===== config.mk =====
export PLATFORM = sky130hd
export DESIGN_NAME = seg7_scan_decoder
export DESIGN_NICKNAME = d
export VERILOG_FILES = /design/src/rtl/seg7_pkg.sv /design/src/rtl/seg7_scan_decoder_slot_capture.sv /design/src/rtl/seg7_scan_decoder.sv
export SDC_FILE = /design/constraint.sdc
export NUM_CORES = 1
export LEC_CHECK = 0
export ABC_AREA = 1
export BUFFER_PORTS_ARGS = -buffer_cell sky130_fd_sc_hd__buf_4
export CAP_MARGIN = 20
export CORE_UTILIZATION = 39
export DETAILED_ROUTE_END_ITERATION = 8
export PLACE_DENSITY = 0.56
export SYNTH_ARGS = -nofsm -noshare
export SYNTH_HDL_FRONTEND = slang
export SYNTH_HIERARCHICAL = 1
export SYNTH_SLANG_ARGS = --single-unit

===== constraint.sdc =====
create_clock -name clk -period 3.8 [get_ports clk]
set_input_delay 0.57 -clock clk [delete_from_list [all_inputs] [get_ports clk]]
set_output_delay 0.57 -clock clk [all_outputs]
set_load 0.02 [all_outputs]

===== src/rtl/seg7_pkg.sv =====
// Shared constants, types and helpers for the 7-segment scan decoder.
package seg7_pkg;

  // Active-low segment patterns, bit0=a .. bit6=g (same table as the driver).
  localparam logic [6:0] SEG_0   = 7'h40;
  localparam logic [6:0] SEG_1   = 7'h79;
  localparam logic [6:0] SEG_2   = 7'h24;
  localparam logic [6:0] SEG_3   = 7'h30;
  localparam logic [6:0] SEG_4   = 7'h19;
  localparam logic [6:0] SEG_5   = 7'h12;
  localparam logic [6:0] SEG_6   = 7'h02;
  localparam logic [6:0] SEG_7   = 7'h78;
  localparam logic [6:0] SEG_8   = 7'h00;
  localparam logic [6:0] SEG_9   = 7'h10;
  localparam logic [6:0] SEG_OFF = 7'h7F;

  // Active-low one-hot anodes, digit0 is the most significant digit.
  localparam logic [3:0] AN_D0  = 4'b0111;
  localparam logic [3:0] AN_D1  = 4'b1011;
  localparam logic [3:0] AN_D2  = 4'b1101;
  localparam logic [3:0] AN_D3  = 4'b1110;
  localparam logic [3:0] AN_OFF = 4'b1111;

  localparam logic [3:0] BCD_BLANK = 4'hF;
  localparam logic [3:0] BCD_UNK   = 4'hE;

  typedef enum logic {SYNC, CAPT} state_t;

  // Result of one scanned digit slot.
  typedef struct packed {
    logic [3:0] bcd;
    logic       dot;
    logic       blank;
  } slot_t;

  // Map a locked segment pattern to BCD; dark pattern is blank, anything else unknown.
  function automatic logic [3:0] seg_to_bcd(input logic [6:0] s);
    logic [3:0] r;
    case (s)
      SEG_0:   r = 4'd0;
      SEG_1:   r = 4'd1;
      SEG_2:   r = 4'd2;
      SEG_3:   r = 4'd3;
      SEG_4:   r = 4'd4;
      SEG_5:   r = 4'd5;
      SEG_6:   r = 4'd6;
      SEG_7:   r = 4'd7;
      SEG_8:   r = 4'd8;
      SEG_9:   r = 4'd9;
      SEG_OFF: r = BCD_BLANK;
      default: r = BCD_UNK;
    endcase
    return r;
  endfunction

  // Anode pattern expected for a given slot index.
  function automatic logic [3:0] an_expected(input logic [1:0] idx);
    logic [3:0] r;
    case (idx)
      2'd0:    r = AN_D0;
      2'd1:    r = AN_D1;
      2'd2:    r = AN_D2;
      default: r = AN_D3;
    endcase
    return r;
  endfunction

endpackage


===== src/rtl/seg7_scan_decoder_slot_capture.sv =====
// Per-slot pattern qualifier: candidate tracking, stability count, lock and dot OR.
module seg7_slot_capture
  import seg7_pkg::*;
#(
  parameter int unsigned STABLE_CYC = 8
) (
  input  logic       clk,
  input  logic       rst_n,
  input  logic       i_en,
  input  logic       i_slot_start,
  input  logic [6:0] i_seg,
  input  logic       i_dp,
  output logic       o_locked,
  output logic [6:0] o_cand,
  output logic       o_dot
);

  localparam int unsigned CNT_W = 6;

  logic [CNT_W-1:0] r_cnt;
  logic             r_locked;
  logic [6:0]       r_cand;
  logic             r_dot;

  logic [CNT_W-1:0] w_cnt;
  logic             w_locked;
  logic [6:0]       w_cand;
  logic             w_dot;
  logic             w_lit;

  assign w_lit = (i_seg != SEG_OFF) || !i_dp;

  // Next slot state; a slot start clears first so the current sample opens the new slot.
  always_comb begin
    w_cnt    = r_cnt;
    w_locked = r_locked;
    w_cand   = r_cand;
    w_dot    = r_dot;
    if (i_slot_start) begin
      w_cnt    = '0;
      w_locked = 1'b0;
      w_cand   = SEG_OFF;
      w_dot    = 1'b0;
    end
    if (w_lit) begin
      w_dot = w_dot | ~i_dp;
      if (!w_locked) begin
        if ((w_cnt == '0) || (i_seg != w_cand)) begin
          w_cand = i_seg;
          w_cnt  = CNT_W'(1);
        end else begin
          w_cnt = w_cnt + CNT_W'(1);
        end
        if (w_cnt == CNT_W'(STABLE_CYC)) w_locked = 1'b1;
      end
    end
  end

  // Slot state registers, frozen while disabled.
  always_ff @(posedge clk or negedge rst_n) begin
    if (!rst_n) begin
      r_cnt    <= '0;
      r_locked <= 1'b0;
      r_cand   <= SEG_OFF;
      r_dot    <= 1'b0;
    end else if (i_en) begin
      r_cnt    <= w_cnt;
      r_locked <= w_locked;
      r_cand   <= w_cand;
      r_dot    <= w_dot;
    end
  end

  assign o_locked = r_locked;
  assign o_cand   = r_cand;
  assign o_dot    = r_dot;

endmodule


===== src/rtl/seg7_scan_decoder.sv =====
// Loopback monitor that rebuilds the 4 displayed digits from the multiplexed display lines.
module seg7_scan_decoder
  import seg7_pkg::*;
#(
  parameter int unsigned STABLE_CYC   = 8,
  parameter int unsigned SLOT_TIMEOUT = 4096
) (
  input  logic        clk,
  input  logic        rst_n,
  input  logic        en,
  input  logic [6:0]  seg,
  input  logic        dp,
  input  logic [3:0]  an,
  output logic [15:0] x,
  output logic [3:0]  x_dp,
  output logic [3:0]  blank,
  output logic        frame_vld,
  output logic        seq_err,
  output logic        code_err,
  output logic        stall
);

  localparam int unsigned STALL_W = 13;

  logic [6:0]         r_seg;
  logic               r_dp;
  logic [3:0]         r_an;
  logic [3:0]         r_an_last;
  state_t             r_state;
  logic [1:0]         r_idx;
  slot_t              r_shadow [4];
  logic [STALL_W-1:0] r_stall_cnt;

  state_t             w_state;
  logic [1:0]         w_idx;
  slot_t              w_shadow [4];
  logic [15:0]        w_x;
  logic [3:0]         w_x_dp;
  logic [3:0]         w_blank;
  logic               w_frame;
  logic               w_seq;
  logic               w_code;
  logic               w_an_chg;
  logic               w_timeout;
  logic               w_locked;
  logic [6:0]         w_cand;
  logic               w_dot;
  slot_t              w_slot_res;

  assign w_an_chg  = en && (r_an != r_an_last);
  assign w_timeout = en && !w_an_chg && (r_stall_cnt == STALL_W'(SLOT_TIMEOUT - 1));

  seg7_slot_capture #(
    .STABLE_CYC (STABLE_CYC)
  ) u_slot (
    .clk          (clk),
    .rst_n        (rst_n),
    .i_en         (en),
    .i_slot_start (w_an_chg),
    .i_seg        (r_seg),
    .i_dp         (r_dp),
    .o_locked     (w_locked),
    .o_cand       (w_cand),
    .o_dot        (w_dot)
  );

  // Result of the slot that is closing on this anode change.
  always_comb begin
    w_slot_res.bcd   = w_locked ? seg_to_bcd(w_cand) : BCD_BLANK;
    w_slot_res.dot   = w_dot;
    w_slot_res.blank = !w_locked;
  end

  // Scan-order FSM next state, shadow update and frame commit.
  always_comb begin
    w_state  = r_state;
    w_idx    = r_idx;
    w_shadow = r_shadow;
    w_x      = x;
    w_x_dp   = x_dp;
    w_blank  = blank;
    w_frame  = 1'b0;
    w_seq    = 1'b0;
    w_code   = 1'b0;
    if (w_an_chg) begin
      case (r_state)
        SYNC: begin
          if (r_an == AN_D0) begin
            w_state = CAPT;
            w_idx   = 2'd0;
          end
        end
        CAPT: begin
          w_shadow[r_idx] = w_slot_res;
          if ((r_idx == 2'd3) && (r_an == AN_D0)) begin
            w_idx   = 2'd0;
            w_frame = 1'b1;
            w_x     = {w_shadow[0].bcd, w_shadow[1].bcd, w_shadow[2].bcd, w_shadow[3].bcd};
            w_x_dp  = {w_shadow[0].dot, w_shadow[1].dot, w_shadow[2].dot, w_shadow[3].dot};
            w_blank = {w_shadow[0].blank, w_shadow[1].blank, w_shadow[2].blank, w_shadow[3].blank};
            w_code  = (w_shadow[0].bcd == BCD_UNK) || (w_shadow[1].bcd == BCD_UNK) ||
                      (w_shadow[2].bcd == BCD_UNK) || (w_shadow[3].bcd == BCD_UNK);
          end else if ((r_idx != 2'd3) && (r_an == an_expected(r_idx + 2'd1))) begin
            w_idx = r_idx + 2'd1;
          end else if (r_an == AN_OFF) begin
            w_state = SYNC;
          end else begin
            w_seq = 1'b1;
            if (r_an == AN_D0) begin
              w_idx = 2'd0;
            end else begin
              w_state = SYNC;
            end
          end
        end
        default: w_state = SYNC;
      endcase
    end else if (w_timeout) begin
      w_state = SYNC;
    end
  end

  // FSM state register.
  always_ff @(posedge clk or negedge rst_n) begin
    if (!rst_n) begin
      r_state <= SYNC;
      r_idx   <= 2'd0;
    end else if (en) begin
      r_state <= w_state;
      r_idx   <= w_idx;
    end
  end

  // Input capture, shadow, outputs and stall counter.
  always_ff @(posedge clk or negedge rst_n) begin
    if (!rst_n) begin
      r_seg       <= SEG_OFF;
      r_dp        <= 1'b1;
      r_an        <= AN_OFF;
      r_an_last   <= AN_OFF;
      for (int i = 0; i < 4; i++) r_shadow[i] <= '{bcd: BCD_BLANK, dot: 1'b0, blank: 1'b1};
      r_stall_cnt <= '0;
      x           <= 16'hFFFF;
      x_dp        <= 4'h0;
      blank       <= 4'hF;
      frame_vld   <= 1'b0;
      seq_err     <= 1'b0;
      code_err    <= 1'b0;
      stall       <= 1'b0;
    end else begin
      frame_vld <= w_frame;
      seq_err   <= w_seq;
      code_err  <= w_code;
      if (en) begin
        r_seg     <= seg;
        r_dp      <= dp;
        r_an      <= an;
        r_an_last <= r_an;
        r_shadow  <= w_shadow;
        x         <= w_x;
        x_dp      <= w_x_dp;
        blank     <= w_blank;
        if (w_an_chg) begin
          r_stall_cnt <= '0;
          stall       <= 1'b0;
        end else begin
          if (r_stall_cnt != STALL_W'(SLOT_TIMEOUT)) r_stall_cnt <= r_stall_cnt + STALL_W'(1);
          if (w_timeout) stall <= 1'b1;
        end
      end
    end
  end

endmodule


==> results.cfg <==
[outcome]
status = finished clean

[layout]
drive_above_1_share_pct = 22.7
area_delta_synth_final_pct = 13.2
antenna_cells = 0
nFillCells = 1406
multi_input_area_sq_um = 2570
fin_area_sq_um = 6300
final_common_cell = nand2_1
layout_common_cells = nand2_1, nor2_1, inv_1
regArea_sq_um = 2560
fin_util_pct = 45.4
final_cells = 943
nNetsFinal = 784

[clocking]
post-cts-setup-buffer-count = 0
clk_latency_ns = 0.36
root_buffer = clkbuf_16
ctsLongestPathBuffers = 2
cts_tree = done
cts_resized = 0
hold_buffers = 0
cts_buffers = 9
path_clk_slew_ns = 0.07
htreeDepth = 3
cts.sinks = 99

[timing]
clock.fmax_mhz = 326
hold_viol_final = 0
slew_viol_final = 0
slew_headroom_pct = 51.4
setup_tns_ns = 0
grt_setup_unrepaired = false
setup_violations = 0
layout_min_cycle_time_ns = 3.06
holdWs_ns = 0.157
tightest_slew_ns = 0.728
fin_worst_skew_ns = 0.0103
timing.final.ws_setup_ns = 0.736
finalCritPeriodShare_pct = 80.6

[routing]
drc_errors = 0
top_layer = met4
vias = 4575
route.met3.wl_um = 340
drt-vias-per-instance = 4.85
wire_per_inst_um = 13.1
routed-wl-met2_um = 5450
drtAntennaViolNets = 0
met1_length_um = 6330
first_iter_violations = 319
totalWireLength_um = 12300
dr.pass1.iters = 6

[placed_design]
dp_cells = 926
routabilityCongestion = 0.863
dpl_cell_area_sq_um = 5960
place_ws_ns = 0.745
dpl.hpwl_um = 8770
port_buffers = 42

[synthesis]
synth-async-reset-ratio_pct = 100
ys_seq_elements = 99
synthFlopType = dfstp_2
yosysUniqueCellTypes = 43
syn_inst = 723
synth_edf_count = 0
synthesis.area_sq_um = 5560
yosys.area.top_type = dfstp_2
ys_warn_count = 6
syn_nets = 749
yosys-top-cells-area = dfstp_2, nand2_1, dfrtp_1
yosysTopAreaCellShare_pct = 29.8
seq_area_frac_synth_pct = 45.9
syn_avg_cell_area_sq_um = 7.70

[pwr]
leakagePower_nw = 3.01
fin_total_pwr_mw = 2.98
ir_drop_v = 0.000230
power.density_nw_per_um2 = 474

[worst_setup_path]
crit_path_end_kind = register
crit_path_start = r_an[3]
start_kind = register
arrival_ns = 3.36
worst-setup-path-type = reg2reg
cp_max_fo = 20
r2r-start = r_an[3]
required_ns = 4.10

[worst_hold_path]
hp-class = in2async

[die]
num_rows = 43
dieArea_sq_um = 14700
num_io_pins = 43
coreArea_sq_um = 13900
die_w_um = 121
dieHeight_um = 121
initial_core_util_pct = 40.1

[global_routing]
antenna_found_initial = 0
grt-ovfl-total = 0
grt_pass1_wl_um = 20800
grt_max_degree = 77
grt_usage_pct = 18.1
grt_pass1_vias = 4256

[job]
max_cap_violations = 0
synth_stat cells, types with 3 or more instances:
cell,count
a21oi_1,14
buf_6,6
clkbuf_1,10
dfrtp_1,36
dfstp_2,63
ha_1,11
inv_1,66
nand2_1,250
nand2_2,3
nand3_1,37
nand3b_1,3
nand4_1,11
nor2_1,69
nor2_2,3
nor2_4,4
nor3_1,12
nor4_1,3
o21ai_0,57
o21ai_1,3
o21ai_2,15
or2_2,15
xnor2_1,4
xor2_1,5
cells by family after synthesis:
family                   share of synthesized area [%]
AND/OR/NAND/NOR                                   32.5
AO/OA/AOI/OAI                                     9.80
flip-flops                                        45.9
XOR/XNOR                                          1.42
buffers and inverters                             7.83
adder cells (fa/ha/maj)                           2.47
power breakdown:
part | internal, mW | switching [mW]
logic | 0.233 | 0.446
registers | 1.26 | 0.0924
clock network | 0.550 | 0.404
critical path: stages, from the launching register on:
cell	delay [ns]
dfstp_2	0.57
xnor2_1	0.15
nand4_2	0.18
nand2_2	0.26
inv_1	0.39
nor2_1	0.30
inv_1	0.10
ha_1	0.19
nand3_1	0.08
nor2_1	0.06
nor2_4	0.14
nand3_4	0.13
nand2_4	0.16
inv_4	0.06
nand2_1	0.05
nand3_1	0.07
nand2_1	0.08
path summary, 6_finish.rpt:
path,to,slack [ns],depth (start not counted)
setup / recovery,u_slot/o_cand[1],0.74,16
hold / removal,x_dp[3],0.16,1
setup reg to reg,u_slot/o_cand[1],0.74,16
hold reg to reg,blank[2],0.46,2
max in group asynchronous,r_shadow[10],2.74,3
min in group clk,r_an[1],0.41,3
routing by layer:
layer / vias up / track usage [%]
met5: - / 0
met4: 0 / 7.25
met3: 14 / 2.68
met2: 73 / 27.8
met1: 2123 / 25.4
li1: 2365 / -
flip-flops by register name (all words and copies together) (netlist names):
signal           count
r_stall_cnt         13
r_an_last            4
x_dp                 4
blank                4
code_err             1
u_slot/o_locked      1
u_slot/r_cnt         6
x                   16
r_idx                2
u_slot/o_cand        7
r_shadow            24
frame_vld            1
r_state              1
r_seg                7
stall                1
r_an                 4
u_slot/o_dot         1
seq_err              1
r_dp                 1
final cells by class:
cell class / instances / share of cell area (%)
repair buffers: 46 / 5.80
flip-flops and latches: 99 / 40.6
clock inverters: 3 / 0.715
multi-input cells: 531 / 40.9
clock buffers: 13 / 4.13
inverters: 71 / 4.31
well taps: 180 / 3.58
Note: power is estimated with default switching activity, not from simulation.
